--- src/rtl/seq_pattern_detector.sv ---
// Programmable serial bit-pattern detector (Moore, registered match flag), with overlap/non-overlap modes.
// Optional saturating match counter built only when SEQDET_MATCH_COUNT_EN is defined; otherwise match_count is 0.
module seq_pattern_detector #(
  parameter int MAX_LEN = 8,
  parameter int LEN_W   = $clog2(MAX_LEN) + 1,
  parameter int CNT_W   = 8
) (
  input  logic               clock,
  input  logic               reset_n,
  input  logic               cfg_load,
  input  logic [MAX_LEN-1:0] cfg_pattern,
  input  logic [LEN_W-1:0]   cfg_len,
  input  logic               cfg_overlap,
  input  logic               sequence_in,
  input  logic               in_valid,
  output logic               detector_out,
  output logic [LEN_W-1:0]   fill_level,
  output logic [CNT_W-1:0]   match_count
);

  // Handshake: in_valid qualifies sequence_in for one cycle; there is no
  // backpressure, and cfg_load on the same cycle wins and drops the sample.

  localparam logic [MAX_LEN-1:0] RST_PAT = MAX_LEN'(4'b1011);
  localparam logic [LEN_W-1:0]   RST_LEN = LEN_W'(4);
  localparam logic [LEN_W-1:0]   MAX_L   = LEN_W'(MAX_LEN);

  logic [MAX_LEN-1:0] r_pat;
  logic [LEN_W-1:0]   r_len;
  logic               r_ovl;
  logic [MAX_LEN-1:0] r_hist;
  logic [LEN_W-1:0]   r_fill;
  logic               r_det;

  logic [MAX_LEN-1:0] w_mask;
  logic [MAX_LEN-1:0] w_hist_next;
  logic [LEN_W-1:0]   w_fill_next;
  logic               w_sample;
  logic               w_match;
  logic [LEN_W-1:0]   w_len_clamped;

  always_comb begin
    w_len_clamped = cfg_len;
    if (cfg_len == '0) begin
      w_len_clamped = LEN_W'(1);
    end else if (cfg_len > MAX_L) begin
      w_len_clamped = MAX_L;
    end
  end

  // Only the low len_r bits of pattern and history take part in the compare.
  always_comb begin
    w_mask = '0;
    for (int i = 0; i < MAX_LEN; i++) begin
      w_mask[i] = (i < int'(r_len));
    end
  end

  assign w_sample    = in_valid && !cfg_load;
  assign w_hist_next = {r_hist[MAX_LEN-2:0], sequence_in};
  assign w_fill_next = (r_fill < r_len) ? (r_fill + LEN_W'(1)) : r_len;
  assign w_match     = w_sample && (w_fill_next == r_len) &&
                       (((w_hist_next ^ r_pat) & w_mask) == '0);

  always_ff @(posedge clock or negedge reset_n) begin
    if (!reset_n) begin
      r_pat  <= RST_PAT;
      r_len  <= RST_LEN;
      r_ovl  <= 1'b1;
      r_hist <= '0;
      r_fill <= '0;
      r_det  <= 1'b0;
    end else if (cfg_load) begin
      r_pat  <= cfg_pattern;
      r_len  <= w_len_clamped;
      r_ovl  <= cfg_overlap;
      r_hist <= '0;
      r_fill <= '0;
      r_det  <= 1'b0;
    end else if (w_sample) begin
      r_det <= w_match;
      // Non-overlapping mode restarts from an empty history after each hit.
      if (w_match && !r_ovl) begin
        r_hist <= '0;
        r_fill <= '0;
      end else begin
        r_hist <= w_hist_next;
        r_fill <= w_fill_next;
      end
    end else begin
      r_det <= 1'b0;
    end
  end

`ifdef SEQDET_MATCH_COUNT_EN
  logic [CNT_W-1:0] r_cnt;

  always_ff @(posedge clock or negedge reset_n) begin
    if (!reset_n) begin
      r_cnt <= '0;
    end else if (cfg_load) begin
      r_cnt <= '0;
    end else if (w_match && (r_cnt != {CNT_W{1'b1}})) begin
      r_cnt <= r_cnt + CNT_W'(1);
    end
  end

  assign match_count = r_cnt;
`else
  assign match_count = '0;
`endif

  assign detector_out = r_det;
  assign fill_level   = r_fill;

endmodule

--- config.mk ---
export PLATFORM = sky130hd
export DESIGN_NAME = seq_pattern_detector
export DESIGN_NICKNAME = d
export VERILOG_FILES = /design/src/rtl/seq_pattern_detector.sv
export SDC_FILE = /design/constraint.sdc
export NUM_CORES = 1
export LEC_CHECK = 0
export CAP_MARGIN = 40
export CORE_UTILIZATION = 43
export DETAILED_ROUTE_END_ITERATION = 10
export DONT_BUFFER_PORTS = 1
export SLEW_MARGIN = 40
export SYNTH_ARGS = -nofsm -noshare
export SYNTH_HDL_FRONTEND = slang
export SYNTH_SLANG_ARGS = --single-unit
--- constraint.sdc ---
create_clock -name clock -period 2.16 [get_ports clock]
set_input_delay 0.108 -clock clock [delete_from_list [all_inputs] [get_ports clock]]
set_output_delay 0.108 -clock clock [all_outputs]
set_load 0.02 [all_outputs]
==> metrics <==
Final nets 202; CTS buffer count 3; Inserted Diodes 0; asr flop ratio synth 100%; GRT overflow 0; Ys Warns 0; Placer Congestion 0.870; CTS Buffer Depth 2; Detailed Route Iter0 Violations 64; Synth Instances 158; register bit total from synthesis 25; max_cap viols 0; Buffers & Inverters on Critical Path 2; max-slew violation count 0; Sink Count 25; Overall Global Routing Usage 18.5%; Place WS 0.0766 ns; I/O pin total 31; drt pass-1 iters 4; Netlist cell types 47; worst reg2reg endpoint fill_level[2]$_DFFE_PN0P_; DR vias 1203; IO buf count 0; Setup crit end kind register; CP Max Fanout 8; worst-path cell chain inv_1 > ha_1 > o21ai_1 > o21bai_4 > buf_4 > nor4b_2 > a22oi_1 > o31ai_2; Post-synth EDFFs 0; maximum number of pins on one net before global-route repair 26; first-pass GRT wire length 5.69 mm; WL final 3.30 mm; Root Buffer clkbuf_8; final hold slack 0.0722 ns; Layout area overhead 16.7%; core area 3440 um2; Data arrival, critical path 2.22 ns; P per Cell Area 656 nW/um2; Main synth FF type dfrtp_1; Crit path max-delay family flip-flops; Leak 0.757 nW; WS Path Type reg2reg; CTS tree yes; Die H 62.8 um; worst stage delay on the critical path 0.59 ns; final setup vio count 0; final worst slack 0.132 ns; WL/cell 14.7 um; total die area 3940 um2; RSZ-0062 raised after global routing false; post-route antenna net violation count 0; worst-skew pair later-pin latency 0.28 ns; Rel. slew slack 49.9%; worst path required time 2.35 ns; Worst-path clk slew 0.09 ns; Mapped Area 1590 um2; total negative slack 0 ns; r2r setup slk 0.13 ns; hold path cells 2; HP Start in_valid; initial antenna violation count 0; hold crit path type in2reg; worst reg2reg path startpoint r_len[2]$_DFFE_PN1P_; Final Hold Violating Endpoints 0; worst slew pin tran 0.748 ns; crit share post-route 93.9%; Hold Path Sink fill_level[0]$_DFFE_PN0P_; Die Wd 62.8 um; status complete, no violations; Remaining DRCs 0; post-layout min period 2.03 ns; site row count 21; Max Clock Skew 0.00770 ns; Max Freq 493 MHz; Seq/Total Area, Yosys 39.8%; vias in the first global route 1303; hpwl dp 2.44 mm; worst reg2reg path depth 8; Initial Utilization 46.1%; vias per inst 5.35; fraction of layout cells with a size suffix above 1 29.6%; Crit-path slowest cell dfstp_2; critical path launch point type register; syn_area_per_cell 10.0 um2; H-tree levels 1; VDD IR max 374 uV
worst reg2reg max path: stages (launching register included):
cell and delay [ns]:
dfstp_2 0.59, inv_1 0.10, ha_1 0.29, o21ai_1 0.21
o21bai_4 0.10, buf_4 0.17, nor4b_2 0.27, a22oi_1 0.12
o31ai_2 0.09
layout make-up:
type                            instances  area, um2
Multi-Input combinational cell        118        843
Fill cell                             330       1590
Timing Repair Buffer                   27        253
Clock inverter                          1       5.00
Inverter                                5       18.8
Tap cell                               46       57.6
Clock buffer                            3       41.3
Sequential cell                        25        634
through the flow:
stage                     power (mW)  util, %  area [um2]  cells
after floorplan                0.830        -        1610    165
after global placement         0.877     46.8        1610    203
after detailed placement       0.886     46.8        1610    203
after CTS                       1.22     53.1        1830    223
after global routing            1.28     53.8        1850    225
final                           1.22     53.8        1850    225
synth_stat cells, drive strengths merged, types with 3 or more instances:
cell type | n | area [um2]
a21oi | 5 | 28.8
mux2 | 9 | 101
buf | 13 | 114
o31ai | 4 | 45.1
xnor2 | 8 | 70.1
nor3 | 4 | 25.0
dfrtp | 20 | 500
clkbuf | 4 | 15.0
nor2 | 6 | 22.5
o21ai | 13 | 91.3
ha | 4 | 50.1
dfstp | 5 | 131
inv | 5 | 18.8
nand2b | 3 | 18.8
nand2 | 24 | 90.1
o22ai | 4 | 25.0
cells by family (layout without fill, tap and decap cells):
family	count (synthesis)	count (layout)	share of synthesized area, %
simple gates	48	48	15.4
xor+xnor	10	10	5.52
compound gates	37	37	18.9
flops	25	25	39.8
mux	11	11	7.64
other cells	1	8	0.236
fa+ha+maj	4	4	3.15
buf+inv	22	36	9.30
worst max path at each step:
stage	start	to	slack, ns	cells after the start
floorplan	fill_level[1]$_DFFE_PN0P_	fill_level[3]$_DFFE_PN0P_	0.001	8
global placement	fill_level[0]$_DFFE_PN0P_	r_hist[3]$_DFFE_PN0P_	0.17	8
detailed placement	r_len[2]$_DFFE_PN1P_	fill_level[2]$_DFFE_PN0P_	0.08	8
CTS	r_len[2]$_DFFE_PN1P_	fill_level[2]$_DFFE_PN0P_	0.05	8
global route	r_len[3]$_DFFE_PN0P_	fill_level[3]$_DFFE_PN0P_	0.02	7
finish	r_len[2]$_DFFE_PN1P_	fill_level[2]$_DFFE_PN0P_	0.13	8
routing by layer:
metal  routed length, um  up-vias  track usage [%]
li1                    -      582                -
met1                1360      577             20.6
met2                1750       36             33.6
met3                 117        8             3.65
met4                  80        0             8.43
met5                   0        -                0
what timing repair did:
action	4_1_cts	5_1_grt
hold buffers	16	0
gates resized for setup	0	4
setup endpoints to repair	0	3
hold endpoints to repair	40	0
buffers inserted	0	2
report_power, final:
group	internal (mW)	switching [mW]	total [mW]
clock	0.129	0.158	0.288
combinational	0.174	0.205	0.379
sequential	0.512	0.0381	0.550
flip-flops by register name (all words and copies together) (netlist names):
name	cells
r_pat	8
r_hist	7
fill_level	4
r_len	4
detector_out	1
r_ovl	1
placed cells by master (no fill, tap or decap), types with 4 or more instances in the layout:
cell / n
nand2_1: 24
dfrtp_1: 18
dlygate4sd3_1: 15
buf_4: 11
mux2_2: 9
xnor2_1: 8
conb_1: 8
o21ai_2: 7
nor2_1: 6
dfstp_2: 5
a21oi_1: 4
o22ai_1: 4
Note: power is estimated with default switching activity, not from simulation.
